## src/rtl/fft_ctrl_pkg.sv

```systemverilog
// ---------------------------------------------------------------------------
// fft_ctrl_pkg
// Shared types and helpers for the radix-2 DIT FFT sequencer.
//   state_e     : sequencer states (UNLOAD only used when FFT_CTRL_UNLOAD_EN
//                 is defined, but always declared so encodings stay stable)
//   pipe_depth  : read-to-write-back distance in cycles (RAM read + BFU)
//   bit_rev     : reverse the low n_log2 bits of a value
// No ports (package).
// ---------------------------------------------------------------------------
package fft_ctrl_pkg;

  typedef enum logic [2:0] {
    ST_IDLE   = 3'd0,
    ST_RUN    = 3'd1,
    ST_DRAIN  = 3'd2,
    ST_FIN    = 3'd3,
    ST_UNLOAD = 3'd4
  } state_e;

  // Largest supported log2 of the transform length.
  localparam int MAX_LOG2 = 12;

  // Total latency between a RAM read strobe and the matching BFU result.
  function automatic int pipe_depth(input int ram_lat, input int bfu_lat);
    return ram_lat + bfu_lat;
  endfunction

  // Reverses the low n_log2 bits of v; bits above n_log2 come back as 0.
  // Bits are shifted out of v LSB-first and into r, so the first bit taken
  // ends up as the most significant of the reversed field.
  function automatic logic [MAX_LOG2-1:0] bit_rev(input logic [MAX_LOG2-1:0] v,
                                                  input int n_log2);
    logic [MAX_LOG2-1:0] r;
    logic [MAX_LOG2-1:0] t;
    r = '0;
    t = v;
    for (int i = 0; i < MAX_LOG2; i++) begin
      if (i < n_log2) begin
        r = {r[MAX_LOG2-2:0], t[0]};
        t = t >> 1;
      end
    end
    return r;
  endfunction

endpackage

```

## src/rtl/fft_ctrl_dly.sv

```systemverilog
// ---------------------------------------------------------------------------
// fft_ctrl_dly
// Fixed-depth shift register that carries the read strobe and operand
// addresses across the RAM + BFU pipeline so they re-emerge as the
// write-back strobe and addresses exactly DEPTH cycles later.
// Ports:
//   clk  in   clock
//   clr  in   asynchronous active-low reset (clears every stage)
//   d_i  in   W-bit word entering the pipe
//   q_o  out  W-bit word leaving the pipe, DEPTH cycles after d_i
// ---------------------------------------------------------------------------
module fft_ctrl_dly #(
  parameter int W     = 9,
  parameter int DEPTH = 4
) (
  input  logic         clk,
  input  logic         clr,
  input  logic [W-1:0] d_i,
  output logic [W-1:0] q_o
);

  logic [W-1:0] sr_q [DEPTH];

  always_ff @(posedge clk or negedge clr) begin
    if (!clr) begin
      for (int i = 0; i < DEPTH; i++) begin
        sr_q[i] <= '0;
      end
    end else begin
      sr_q[0] <= d_i;
      for (int i = 1; i < DEPTH; i++) begin
        sr_q[i] <= sr_q[i-1];
      end
    end
  end

  assign q_o = sr_q[DEPTH-1];

endmodule

```

## src/rtl/fft_ctrl.sv

```systemverilog
// ---------------------------------------------------------------------------
// fft_ctrl
// Sequencer for an in-place radix-2 DIT FFT using one pipelined butterfly
// unit and a dual-port sample RAM. For each stage it streams HALF butterfly
// reads (operand addresses + twiddle index), then idles for PIPE cycles so
// the last write-back of the stage lands before the next stage reads.
// Write-back strobe/addresses are the read ones delayed by PIPE cycles.
//
// Optional build macro: FFT_CTRL_UNLOAD_EN
//   Adds an UNLOAD phase after the last stage that walks k = 0..N-1 and
//   presents RAM address bit_reverse(k), delaying done by N cycles.
//
// Ports:
//   clk          in   clock, rising edge
//   clr          in   asynchronous active-low reset
//   start        in   begin a transform (accepted in IDLE only)
//   busy         out  transform in progress
//   done         out  one-cycle completion pulse
//   stage        out  stage index currently issuing reads
//   rd_en        out  read strobe for both RAM ports
//   rd_addr_a/b  out  butterfly operand addresses
//   tw_addr      out  twiddle ROM index, aligned with rd_en
//   wr_en        out  write strobe for both RAM ports
//   wr_addr_a/b  out  write-back addresses
//   unld_en/unld_addr/unld_idx  out  (FFT_CTRL_UNLOAD_EN only) unload walk
//   dbg_state_o  out  current FSM state encoding
//
// Handshake: start is sampled on a rising edge while IDLE; busy rises the
// following cycle and stays high until the cycle done pulses, where it is
// already low. Any start seen outside IDLE is dropped, not queued.
// ---------------------------------------------------------------------------
module fft_ctrl
  import fft_ctrl_pkg::*;
#(
  parameter int N_LOG2  = 4,
  parameter int BFU_LAT = 3,
  parameter int RAM_LAT = 1
) (
  input  logic              clk,
  input  logic              clr,
  input  logic              start,
  output logic              busy,
  output logic              done,
  output logic [N_LOG2-1:0] stage,
  output logic              rd_en,
  output logic [N_LOG2-1:0] rd_addr_a,
  output logic [N_LOG2-1:0] rd_addr_b,
  output logic [N_LOG2-2:0] tw_addr,
  output logic              wr_en,
  output logic [N_LOG2-1:0] wr_addr_a,
  output logic [N_LOG2-1:0] wr_addr_b,
`ifdef FFT_CTRL_UNLOAD_EN
  output logic              unld_en,
  output logic [N_LOG2-1:0] unld_addr,
  output logic [N_LOG2-1:0] unld_idx,
`endif
  output logic [2:0]        dbg_state_o
);

  localparam int PIPE = pipe_depth(RAM_LAT, BFU_LAT);
  localparam int HALF = 2 ** (N_LOG2 - 1);
  localparam int N    = 2 ** N_LOG2;
  localparam int JW   = N_LOG2 - 1;
  localparam int DCW  = $clog2(PIPE + 1);
  localparam int DW   = 1 + 2 * N_LOG2;

  localparam logic [JW-1:0]     J_LAST = JW'(HALF - 1);
  localparam logic [N_LOG2-1:0] S_ONE  = N_LOG2'(1);
  localparam logic [N_LOG2-1:0] LAST_S = N_LOG2'(N_LOG2 - 1);
  localparam logic [DCW-1:0]    D_LAST = DCW'(PIPE - 1);

  // FSM and counters
  state_e            state_q, state_d;
  logic [JW-1:0]     j_q, j_d;       // butterfly index within the stage
  logic [N_LOG2-1:0] s_q, s_d;       // stage index
  logic [DCW-1:0]    dcnt_q, dcnt_d; // drain cycle counter
`ifdef FFT_CTRL_UNLOAD_EN
  localparam logic [N_LOG2-1:0] K_LAST = N_LOG2'(N - 1);
  logic [N_LOG2-1:0] k_q, k_d;       // unload index
`endif

  // Registered read-side outputs and their next values
  logic              rd_en_q, rd_en_d;
  logic [N_LOG2-1:0] rd_a_q, rd_a_d;
  logic [N_LOG2-1:0] rd_b_q, rd_b_d;
  logic [JW-1:0]     tw_q, tw_d;

  // Address decode temporaries
  logic [JW-1:0]     pos_mask;
  logic [JW-1:0]     pos;
  logic [JW-1:0]     grp;

  logic [DW-1:0]     wb_word;

  // -------------------------------------------------------------------------
  // State register
  // -------------------------------------------------------------------------
  always_ff @(posedge clk or negedge clr) begin
    if (!clr) begin
      state_q <= ST_IDLE;
      j_q     <= '0;
      s_q     <= '0;
      dcnt_q  <= '0;
`ifdef FFT_CTRL_UNLOAD_EN
      k_q     <= '0;
`endif
    end else begin
      state_q <= state_d;
      j_q     <= j_d;
      s_q     <= s_d;
      dcnt_q  <= dcnt_d;
`ifdef FFT_CTRL_UNLOAD_EN
      k_q     <= k_d;
`endif
    end
  end

  // -------------------------------------------------------------------------
  // Next-state logic
  // -------------------------------------------------------------------------
  always_comb begin
    state_d = state_q;
    j_d     = j_q;
    s_d     = s_q;
    dcnt_d  = dcnt_q;
`ifdef FFT_CTRL_UNLOAD_EN
    k_d     = k_q;
`endif
    unique case (state_q)
      ST_IDLE: begin
        if (start) begin
          state_d = ST_RUN;
          j_d     = '0;
          s_d     = '0;
        end
      end
      ST_RUN: begin
        if (j_q == J_LAST) begin
          state_d = ST_DRAIN;
          dcnt_d  = '0;
        end else begin
          j_d = j_q + JW'(1);
        end
      end
      ST_DRAIN: begin
        // Exactly PIPE idle cycles: the last write of this stage happens in
        // the final drain cycle, so the next stage's first read follows it.
        if (dcnt_q == D_LAST) begin
          if (s_q == LAST_S) begin
`ifdef FFT_CTRL_UNLOAD_EN
            state_d = ST_UNLOAD;
            k_d     = '0;
`else
            state_d = ST_FIN;
`endif
          end else begin
            state_d = ST_RUN;
            s_d     = s_q + S_ONE;
            j_d     = '0;
          end
        end else begin
          dcnt_d = dcnt_q + DCW'(1);
        end
      end
      ST_UNLOAD: begin
`ifdef FFT_CTRL_UNLOAD_EN
        if (k_q == K_LAST) begin
          state_d = ST_FIN;
        end else begin
          k_d = k_q + N_LOG2'(1);
        end
`else
        state_d = ST_IDLE;
`endif
      end
      ST_FIN: begin
        state_d = ST_IDLE;
        s_d     = '0;
      end
      default: begin
        state_d = ST_IDLE;
      end
    endcase
  end

  // -------------------------------------------------------------------------
  // Output logic
  // -------------------------------------------------------------------------
  always_comb begin
    busy        = (state_q == ST_RUN) || (state_q == ST_DRAIN) ||
                  (state_q == ST_UNLOAD);
    done        = (state_q == ST_FIN);
    dbg_state_o = state_q;

    // Read addressing is decoded from the next-state counters and then
    // registered, so addresses appear in the same cycle as rd_en.
    // pos = j mod 2**s, grp = j >> s.
    rd_en_d  = (state_d == ST_RUN);
    pos_mask = {JW{1'b1}} >> (LAST_S - s_d);
    pos      = j_d & pos_mask;
    grp      = j_d >> s_d;
    rd_a_d   = (N_LOG2'(grp) << (s_d + S_ONE)) | N_LOG2'(pos);
    rd_b_d   = rd_a_d | (S_ONE << s_d);
    tw_d     = pos << (LAST_S - s_d);
    if (!rd_en_d) begin
      rd_a_d = '0;
      rd_b_d = '0;
      tw_d   = '0;
    end

`ifdef FFT_CTRL_UNLOAD_EN
    unld_en   = (state_q == ST_UNLOAD);
    unld_idx  = unld_en ? k_q : '0;
    unld_addr = unld_en ? N_LOG2'(bit_rev(MAX_LOG2'(k_q), N_LOG2)) : '0;
`endif
  end

  // Registered read-side outputs
  always_ff @(posedge clk or negedge clr) begin
    if (!clr) begin
      rd_en_q <= 1'b0;
      rd_a_q  <= '0;
      rd_b_q  <= '0;
      tw_q    <= '0;
    end else begin
      rd_en_q <= rd_en_d;
      rd_a_q  <= rd_a_d;
      rd_b_q  <= rd_b_d;
      tw_q    <= tw_d;
    end
  end

  assign rd_en     = rd_en_q;
  assign rd_addr_a = rd_a_q;
  assign rd_addr_b = rd_b_q;
  assign tw_addr   = tw_q;
  assign stage     = s_q;

  // Write-back side: read strobe and addresses delayed by the RAM+BFU depth.
  fft_ctrl_dly #(
    .W     (DW),
    .DEPTH (PIPE)
  ) u_dly (
    .clk (clk),
    .clr (clr),
    .d_i ({rd_en_q, rd_a_q, rd_b_q}),
    .q_o (wb_word)
  );

  assign wr_en     = wb_word[DW-1];
  assign wr_addr_a = wb_word[2*N_LOG2-1:N_LOG2];
  assign wr_addr_b = wb_word[N_LOG2-1:0];

endmodule

```

## config.mk

```make
export PLATFORM = sky130hd
export DESIGN_NAME = fft_ctrl
export DESIGN_NICKNAME = d
export VERILOG_FILES = /design/src/rtl/fft_ctrl_pkg.sv /design/src/rtl/fft_ctrl_dly.sv /design/src/rtl/fft_ctrl.sv
export SDC_FILE = /design/constraint.sdc
export NUM_CORES = 1
export LEC_CHECK = 0
export CAP_MARGIN = 20
export CORE_UTILIZATION = 45
export CTS_CLUSTER_DIAMETER = 200
export CTS_CLUSTER_SIZE = 25
export DETAILED_ROUTE_END_ITERATION = 10
export PLACE_DENSITY = 0.68
export SLEW_MARGIN = 40
export SYNTH_ARGS = -nofsm -noshare
export SYNTH_HDL_FRONTEND = slang
export SYNTH_SLANG_ARGS = --single-unit
```

## constraint.sdc

```tcl
create_clock -name clk -period 9 [get_ports clk]
set_clock_uncertainty 0.1 [all_clocks]
set_input_delay 1.35 -clock clk [delete_from_list [all_inputs] [get_ports clk]]
set_output_delay 1.35 -clock clk [all_outputs]
set_load 0.005 [all_outputs]
```

Yosys cells after proc, flatten, opt, wreduce, memory -nomap -nowiden
Cells that the tools add are included.
{"block": "totals", "reg_bits": 61, "inputBits": 3, "output_inout_bits": 30, "word_cells": 60}
{"block": "classes", "addsub": 5, "n_eq_ne": 10, "shifts": 5, "n_mux": 20, "n_bitwise": 3, "n_reduce_logical": 5}
{"operator": "$mux 3", "count": 10}
{"operator": "$mux 4", "count": 5}
{"operator": "$pmux 3 s3", "count": 2}
{"operator": "$pmux 4 s3", "count": 1}
{"operator": "$eq 3x2->1 const B", "count": 3}
{"operator": "$add 4x1->4 const B", "count": 2}
{"operator": "$add 3x1->3 const B", "count": 2}
{"operator": "$eq 3x1->1 const B", "count": 2}
{"operator": "$eq 3x3->1 const B", "count": 2}
{"operator": "$pmux 3 s2", "count": 1}
{"operator": "$eq 4x2->1 const B", "count": 1}
{"operator": "$ne 2x2->1 const B", "count": 2}
{"operator": "$or 4x3->4", "count": 1}
{"operator": "$or 4x4->4", "count": 1}
{"operator": "$shl 1x4->4 const A", "count": 1}
{"operator": "$shl 3x4->3", "count": 1}
{"operator": "$shl 3x4->4", "count": 1}
{"operator": "$shr 3x4->3", "count": 1}
{"operator": "$shr 3x4->3 const A", "count": 1}
{"operator": "$sub 2x4->4 const A", "count": 1}
{"operator": "$and 3x3->3", "count": 1}
{"operator": "$logic_not 3->1", "count": 1}
{"operator": "$reduce_and 3->1", "count": 1}
{"operator": "$logic_or 1x1->1", "count": 2}
{"operator": "other kinds (2)", "count": 2}

Depth between registers and ports, before layout
{"block": "logic_depth", "depth_word": 10, "mapped_depth": 14, "mapped_depth_nobuf": 12}

Modules after synthesis
A second synthesis with hierarchy kept.
{"block": "hier_totals", "cells_unflattened": 195, "hier_area_um2": 2393.5}
{"module": "fft_ctrl", "instances": 1, "cells_per_inst": 150, "area_per_inst_um2": 1425.1, "seq_area_each_um2": 625.6}
{"module": "fft_ctrl_dly", "instances": 1, "cells_per_inst": 45, "area_per_inst_um2": 968.4, "seq_area_each_um2": 900.9}

Least setup slack after synthesis
Ideal clock, no wire load.
{"block": "synth_path", "path_type": "in2reg", "from": "input port start", "to": "register rd_a_q[1] (netlist: rd_addr_a[1])", "setup_time_ps": 126, "t_arrival_ps": 3376, "t_required_ps": 8774, "setup_slack_ps": 5398, "cell_stages": 11, "n_path_buf": 1, "path_cell_list": "or4b_4 > nand3_1 > o21a_2 > inv_1 > buf_2 > ha_1 > and3_1 > a211oi_1 > nor2_1 > a211oi_1 > nor3_1"}
{"block": "synth_via", "elab_chain_cells": 7, "elab_cells_between_ends": 15, "cone_classes": "2 x add/sub; 1 x eq/ne; 3 x shift; 7 x mux; 2 x bitwise"}
{"element": "start, declared", "line": "fft_ctrl.sv:41", "source": "input logic start,"}
{"element": "$mux 4 *", "line": "fft_ctrl.sv:131", "source": "if (start) begin"}
{"element": "$pmux 4 s3 *", "line": "fft_ctrl.sv:129", "source": "unique case (state_q)"}
{"element": "net s_d[1]", "line": "fft_ctrl.sv:75", "source": "logic [N_LOG2-1:0] s_q, s_d;"}
{"element": "$sub 2x4->4", "line": "fft_ctrl.sv:199", "source": "pos_mask = {JW{1'b1}} >> (LAST_S - s_d);"}
{"element": "$shr 3x4->3", "line": "fft_ctrl.sv:199"}
{"element": "$and 3x3->3", "line": "fft_ctrl.sv:200", "source": "pos = j_d & pos_mask;"}
{"element": "$or 4x3->4 *", "line": "fft_ctrl.sv:202", "source": "rd_a_d = (N_LOG2'(grp) << (s_d + S_ONE)) | N_LOG2'(pos);"}
{"element": "$mux 4 *", "line": "fft_ctrl.sv:205", "source": "if (!rd_en_d) begin"}
{"element": "net rd_a_d[1]", "line": "fft_ctrl.sv:84", "source": "logic [N_LOG2-1:0] rd_a_q, rd_a_d;"}
{"element": "end signal, assigned", "line": "fft_ctrl.sv:227", "source": "rd_a_q <= rd_a_d;"}
{"element": "end, declared", "line": "fft_ctrl.sv:84"}
Mark *: on every way through the listed nets, which the timed path passes. The rest lies on a longest branch.
A chain may end at the register's enable or synchronous reset.

Final worst setup path
{"block": "layout_path", "from": "input port start", "to": "register rd_a_q[1] (netlist: rd_addr_a[1])"}
{"block": "layout_via", "elab_chain_cells": 7, "elab_cells_between_ends": 15, "cone_classes": "2 x add/sub; 1 x eq/ne; 3 x shift; 7 x mux; 2 x bitwise"}
{"element": "$mux 4", "line": "fft_ctrl.sv:131"}
{"element": "$pmux 4 s3", "line": "fft_ctrl.sv:129"}
{"element": "$sub 2x4->4", "line": "fft_ctrl.sv:199"}
{"element": "$shr 3x4->3", "line": "fft_ctrl.sv:199"}
{"element": "$and 3x3->3", "line": "fft_ctrl.sv:200"}
{"element": "$or 4x3->4", "line": "fft_ctrl.sv:202"}
{"element": "$mux 4 *", "line": "fft_ctrl.sv:205"}
{"element": "net rd_a_d[1]", "line": "fft_ctrl.sv:84"}
Marks and branches as above.

==> results_dict.tcl <==
set metrics [dict create \
    cts_buffers 9 \
    drc_errors 0 \
    tightest_pin_transition_ps 705 \
    die_height_um 75.2 \
    placeableCoreArea_um2 5140 \
    yosys_most_used_dff "sky130_fd_sc_hd__dfrtp_1" \
    tritoncts_clock_tree "done" \
    highest_layer "met4" \
    hold_viol_final 0 \
    critical_path.max_stage_delay_ps 510 \
    dpl.cell_count 283 \
    power.density_nw_per_um2 231 \
    gp_congestion 0.880 \
    fin_crit_ps 4070 \
    postRouteWirelength_um 3990 \
    setup_tns_ps 0 \
    synth_enable_flop_cells 0 \
    cts.sink_count 61 \
    area_delta_synth_final_pct 20.9 \
    core.rowCount 26 \
    critical_path.cell_chain "clkdlybuf4s50_1 > or4b_4 > nand3_1 > o21a_2 > inv_1 > ha_1 > and3_1 > a211oi_1 > nor2_1 > a211oi_1 > nor3_1" \
    max_slew_margin_pct 52.9 \
    critical_path_peak_fanout 12 \
    die_width_um 75.2 \
    post_synth_num_cell_types 48 \
    cts_post_setup_buffers_inserted 0 \
    rsz0062_at_grt "false" \
    critPathRequiredTime_ps 9100 \
    clkTransAtPathRegs_ps 60 \
    min_path_type "reg2reg" \
    route.vias.total 1539 \
    antenna_violating_nets_post_route 0 \
    async_s_r_ff_share_synth_pct 100 \
    endpoint_kind "flip-flop" \
    antenna_cells 0 \
    timing.critical_path.slowest_stage_cell "sky130_fd_sc_hd__clkdlybuf4s50_1" \
    syn_inst 196 \
    post_dp_cell_area_um2 2720 \
    layout-drive-gt1-share_pct 13.6 \
    layoutNonFillerInstCount 298 \
    critical_path.startpoint_type "input port" \
    detail_route.wirelength.met1_um 1860 \
    grt_pass1_wl_um 6570 \
    hold_ws_ps 242 \
    design.final.nets 232 \
    clockBufferDepth 2 \
    fp.dieArea_um2 5650 \
    grt_max_degree 62 \
    number_of_global_route_vias_before_repair 1427 \
    boundaryPins 33 \
    cts_max_level 3 \
    wl_met3_um 148 \
    ir_drop_uv 137 \
    clock-root-buffer "sky130_fd_sc_hd__clkbuf_8" \
    1st_iter_drt_viols 71 \
    synth.avg_cell_area_um2 12.3 \
    avgRoutedWirePerCell_um 13.4 \
    num-fill-cells 464 \
    critPathKind "in2reg" \
    worst-endpoint-arrival_ps 4170 \
    cts_hold_buf 0 \
    port-buffer-count 32 \
    track_usage_pct 16.3 \
    post-route-cell-area_um2 2910 \
    initial_util_pct 46.9 \
    register_area_share_after_synthesis_pct 63.3 \
    grt_antenna_before_repair 0 \
    avgViaCountPerCell 5.16 \
    leakage_nw 1.35 \
    cell_type_with_the_highest_occurrence_count_on_the_critical_path "sky130_fd_sc_hd__a211oi_1" \
    slew_violations 0 \
    yosys_register_bits 61 \
    layout_worst_path_cycle_share_pct 45.2 \
    clkLatencyLatePin_ps 330 \
    post-dp-hpwl_um 2660 \
    fmaxAchievable_ghz 0.246 \
    status "complete, no violations" \
    drtPass1Iterations 4 \
    setup_viol 0 \
    max_cap_viol_count 0 \
    yosysWarningCount 0 \
    met2WireLength_um 1900 \
    grt-ovfl-total 0 \
    cts-resized-gates 0 \
    synth_fp_nets 204 \
    synthesis.area_um2 2410 \
]
[metal layers]
| layer | vias up | GRT usage, % |
|---|---|---|
| met2 | 31 | 25.1 |
| met1 | 764 | 20.8 |
| met5 | - | 0 |
| met3 | 8 | 6.29 |
| met4 | 0 | 6.38 |
| li1 | 736 | - |
[final timing paths]
path,to,depth (start not counted),slack (ps),from
setup / recovery,rd_addr_a[1]$_DFF_PN0_,11,4930,start
hold / removal,u_dly.q_o[4]$_DFF_PN0_,0,240,u_dly.sr_q[13]$_DFF_PN0_
setup reg to reg,rd_addr_a[1]$_DFF_PN0_,10,5520,dbg_state_o[1]$_DFF_PN0_
hold reg to reg,u_dly.q_o[4]$_DFF_PN0_,0,240,u_dly.sr_q[13]$_DFF_PN0_
max in group asynchronous,u_dly.sr_q[13]$_DFF_PN0_,2,7460,clr
min in group asynchronous,dbg_state_o[2]$_DFF_PN0_,2,970,clr
[cell families after synthesis]
family / share of synthesized area [%]
AO/OA/AOI/OAI: 13.1
XOR/XNOR: 0.364
adder cells (fa/ha/maj): 2.60
buffers and inverters: 6.28
flip-flops: 63.3
multiplexers: 1.77
other: 0.156
AND/OR/NAND/NOR: 12.4
[where the power goes]
part / total, mW / switching [mW] / leakage [nW] / internal [mW]
Combinational: 0.111 / 0.0549 / 0.437 / 0.0557
Sequential: 0.334 / 0.0199 / 0.817 / 0.314
Clock: 0.227 / 0.0942 / 0.0992 / 0.133
Total: 0.672 / 0.169 / 1.35 / 0.503
[worst max-delay path: cells and delay by family]
kind | cells | cell delay (ps)
compound gates | 3 | 800
fa+ha+maj | 1 | 290
simple gates | 5 | 1010
buf+inv | 2 | 710
[flip-flops by register name, summed over array words and instances (netlist names), 3 cells and up]
register	cells
u_dly.sr_q	27
u_dly.q_o	9
rd_addr_a	4
rd_addr_b	4
stage	4
dbg_state_o	3
dcnt_q	3
j_q	3
tw_addr	3
[cell usage after synthesis (2+ instances only)]
| cell type | count | area share, % |
|---|---|---|
| sky130_fd_sc_hd__nor3_1 | 4 | 0.83 |
| sky130_fd_sc_hd__or3b_2 | 2 | 0.73 |
| sky130_fd_sc_hd__nand3_1 | 3 | 0.62 |
| sky130_fd_sc_hd__buf_2 | 4 | 0.83 |
| sky130_fd_sc_hd__o21ai_0 | 5 | 1.0 |
| sky130_fd_sc_hd__buf_4 | 9 | 2.8 |
| sky130_fd_sc_hd__nand4_1 | 2 | 0.52 |
| sky130_fd_sc_hd__ha_1 | 5 | 2.6 |
| sky130_fd_sc_hd__a311oi_1 | 2 | 0.73 |
| sky130_fd_sc_hd__o31ai_1 | 2 | 0.62 |
| sky130_fd_sc_hd__nand3b_1 | 3 | 0.93 |
| sky130_fd_sc_hd__buf_6 | 2 | 0.93 |
| sky130_fd_sc_hd__nor2_1 | 14 | 2.2 |
| sky130_fd_sc_hd__mux2i_1 | 2 | 0.83 |
| sky130_fd_sc_hd__nand2b_1 | 4 | 1.0 |
| sky130_fd_sc_hd__nor3b_1 | 2 | 0.62 |
| sky130_fd_sc_hd__a211oi_1 | 5 | 1.6 |
| sky130_fd_sc_hd__dfrtp_1 | 61 | 63 |
| sky130_fd_sc_hd__inv_1 | 10 | 1.6 |
| sky130_fd_sc_hd__or3_1 | 3 | 0.78 |
| sky130_fd_sc_hd__mux2_2 | 2 | 0.93 |
| sky130_fd_sc_hd__a31o_2 | 2 | 0.73 |
| sky130_fd_sc_hd__a21oi_1 | 11 | 2.3 |
| sky130_fd_sc_hd__nor4_1 | 2 | 0.52 |
| sky130_fd_sc_hd__nand2_1 | 12 | 1.9 |
[final cells by class]
cell class | instances | area [um2] | area share, %
multi-input cells | 109 | 744 | 25.6
well taps | 70 | 87.6 | 3.01
flip-flops and latches | 61 | 1530 | 52.4
inverters | 10 | 37.5 | 1.29
clock inverters | 4 | 48.8 | 1.68
repair buffers | 33 | 327 | 11.2
clock buffers | 11 | 141 | 4.85
[stage by stage]
stage | utilization [%] | power [mW] | setup slack [ps]
final | 56.7 | 0.672 | 4930
after global routing | 56.7 | 0.711 | 4670
after CTS | 56.6 | 0.681 | 4970
after detailed placement | 52.9 | 0.449 | 4610
after global placement | 52.7 | 0.445 | 4580
after floorplan | - | 0.408 | 5400
[cell usage in the layout (no fill, tap or decap), types with 3 or more instances in the layout]
cell type                         count
sky130_fd_sc_hd__nor3_1               4
sky130_fd_sc_hd__nand2_1             12
sky130_fd_sc_hd__inv_1               10
sky130_fd_sc_hd__clkbuf_8            10
sky130_fd_sc_hd__o21ai_0              5
sky130_fd_sc_hd__nand3_1              3
sky130_fd_sc_hd__ha_1                 5
sky130_fd_sc_hd__clkdlybuf4s50_1     31
sky130_fd_sc_hd__dfrtp_1             61
sky130_fd_sc_hd__nor2_1              14
sky130_fd_sc_hd__or3_1                3
sky130_fd_sc_hd__a211oi_1             5
sky130_fd_sc_hd__nand3b_1             3
sky130_fd_sc_hd__a21oi_1             11
sky130_fd_sc_hd__nand2b_1             4
No activity file was read; power rests on OpenSTA's default activity.
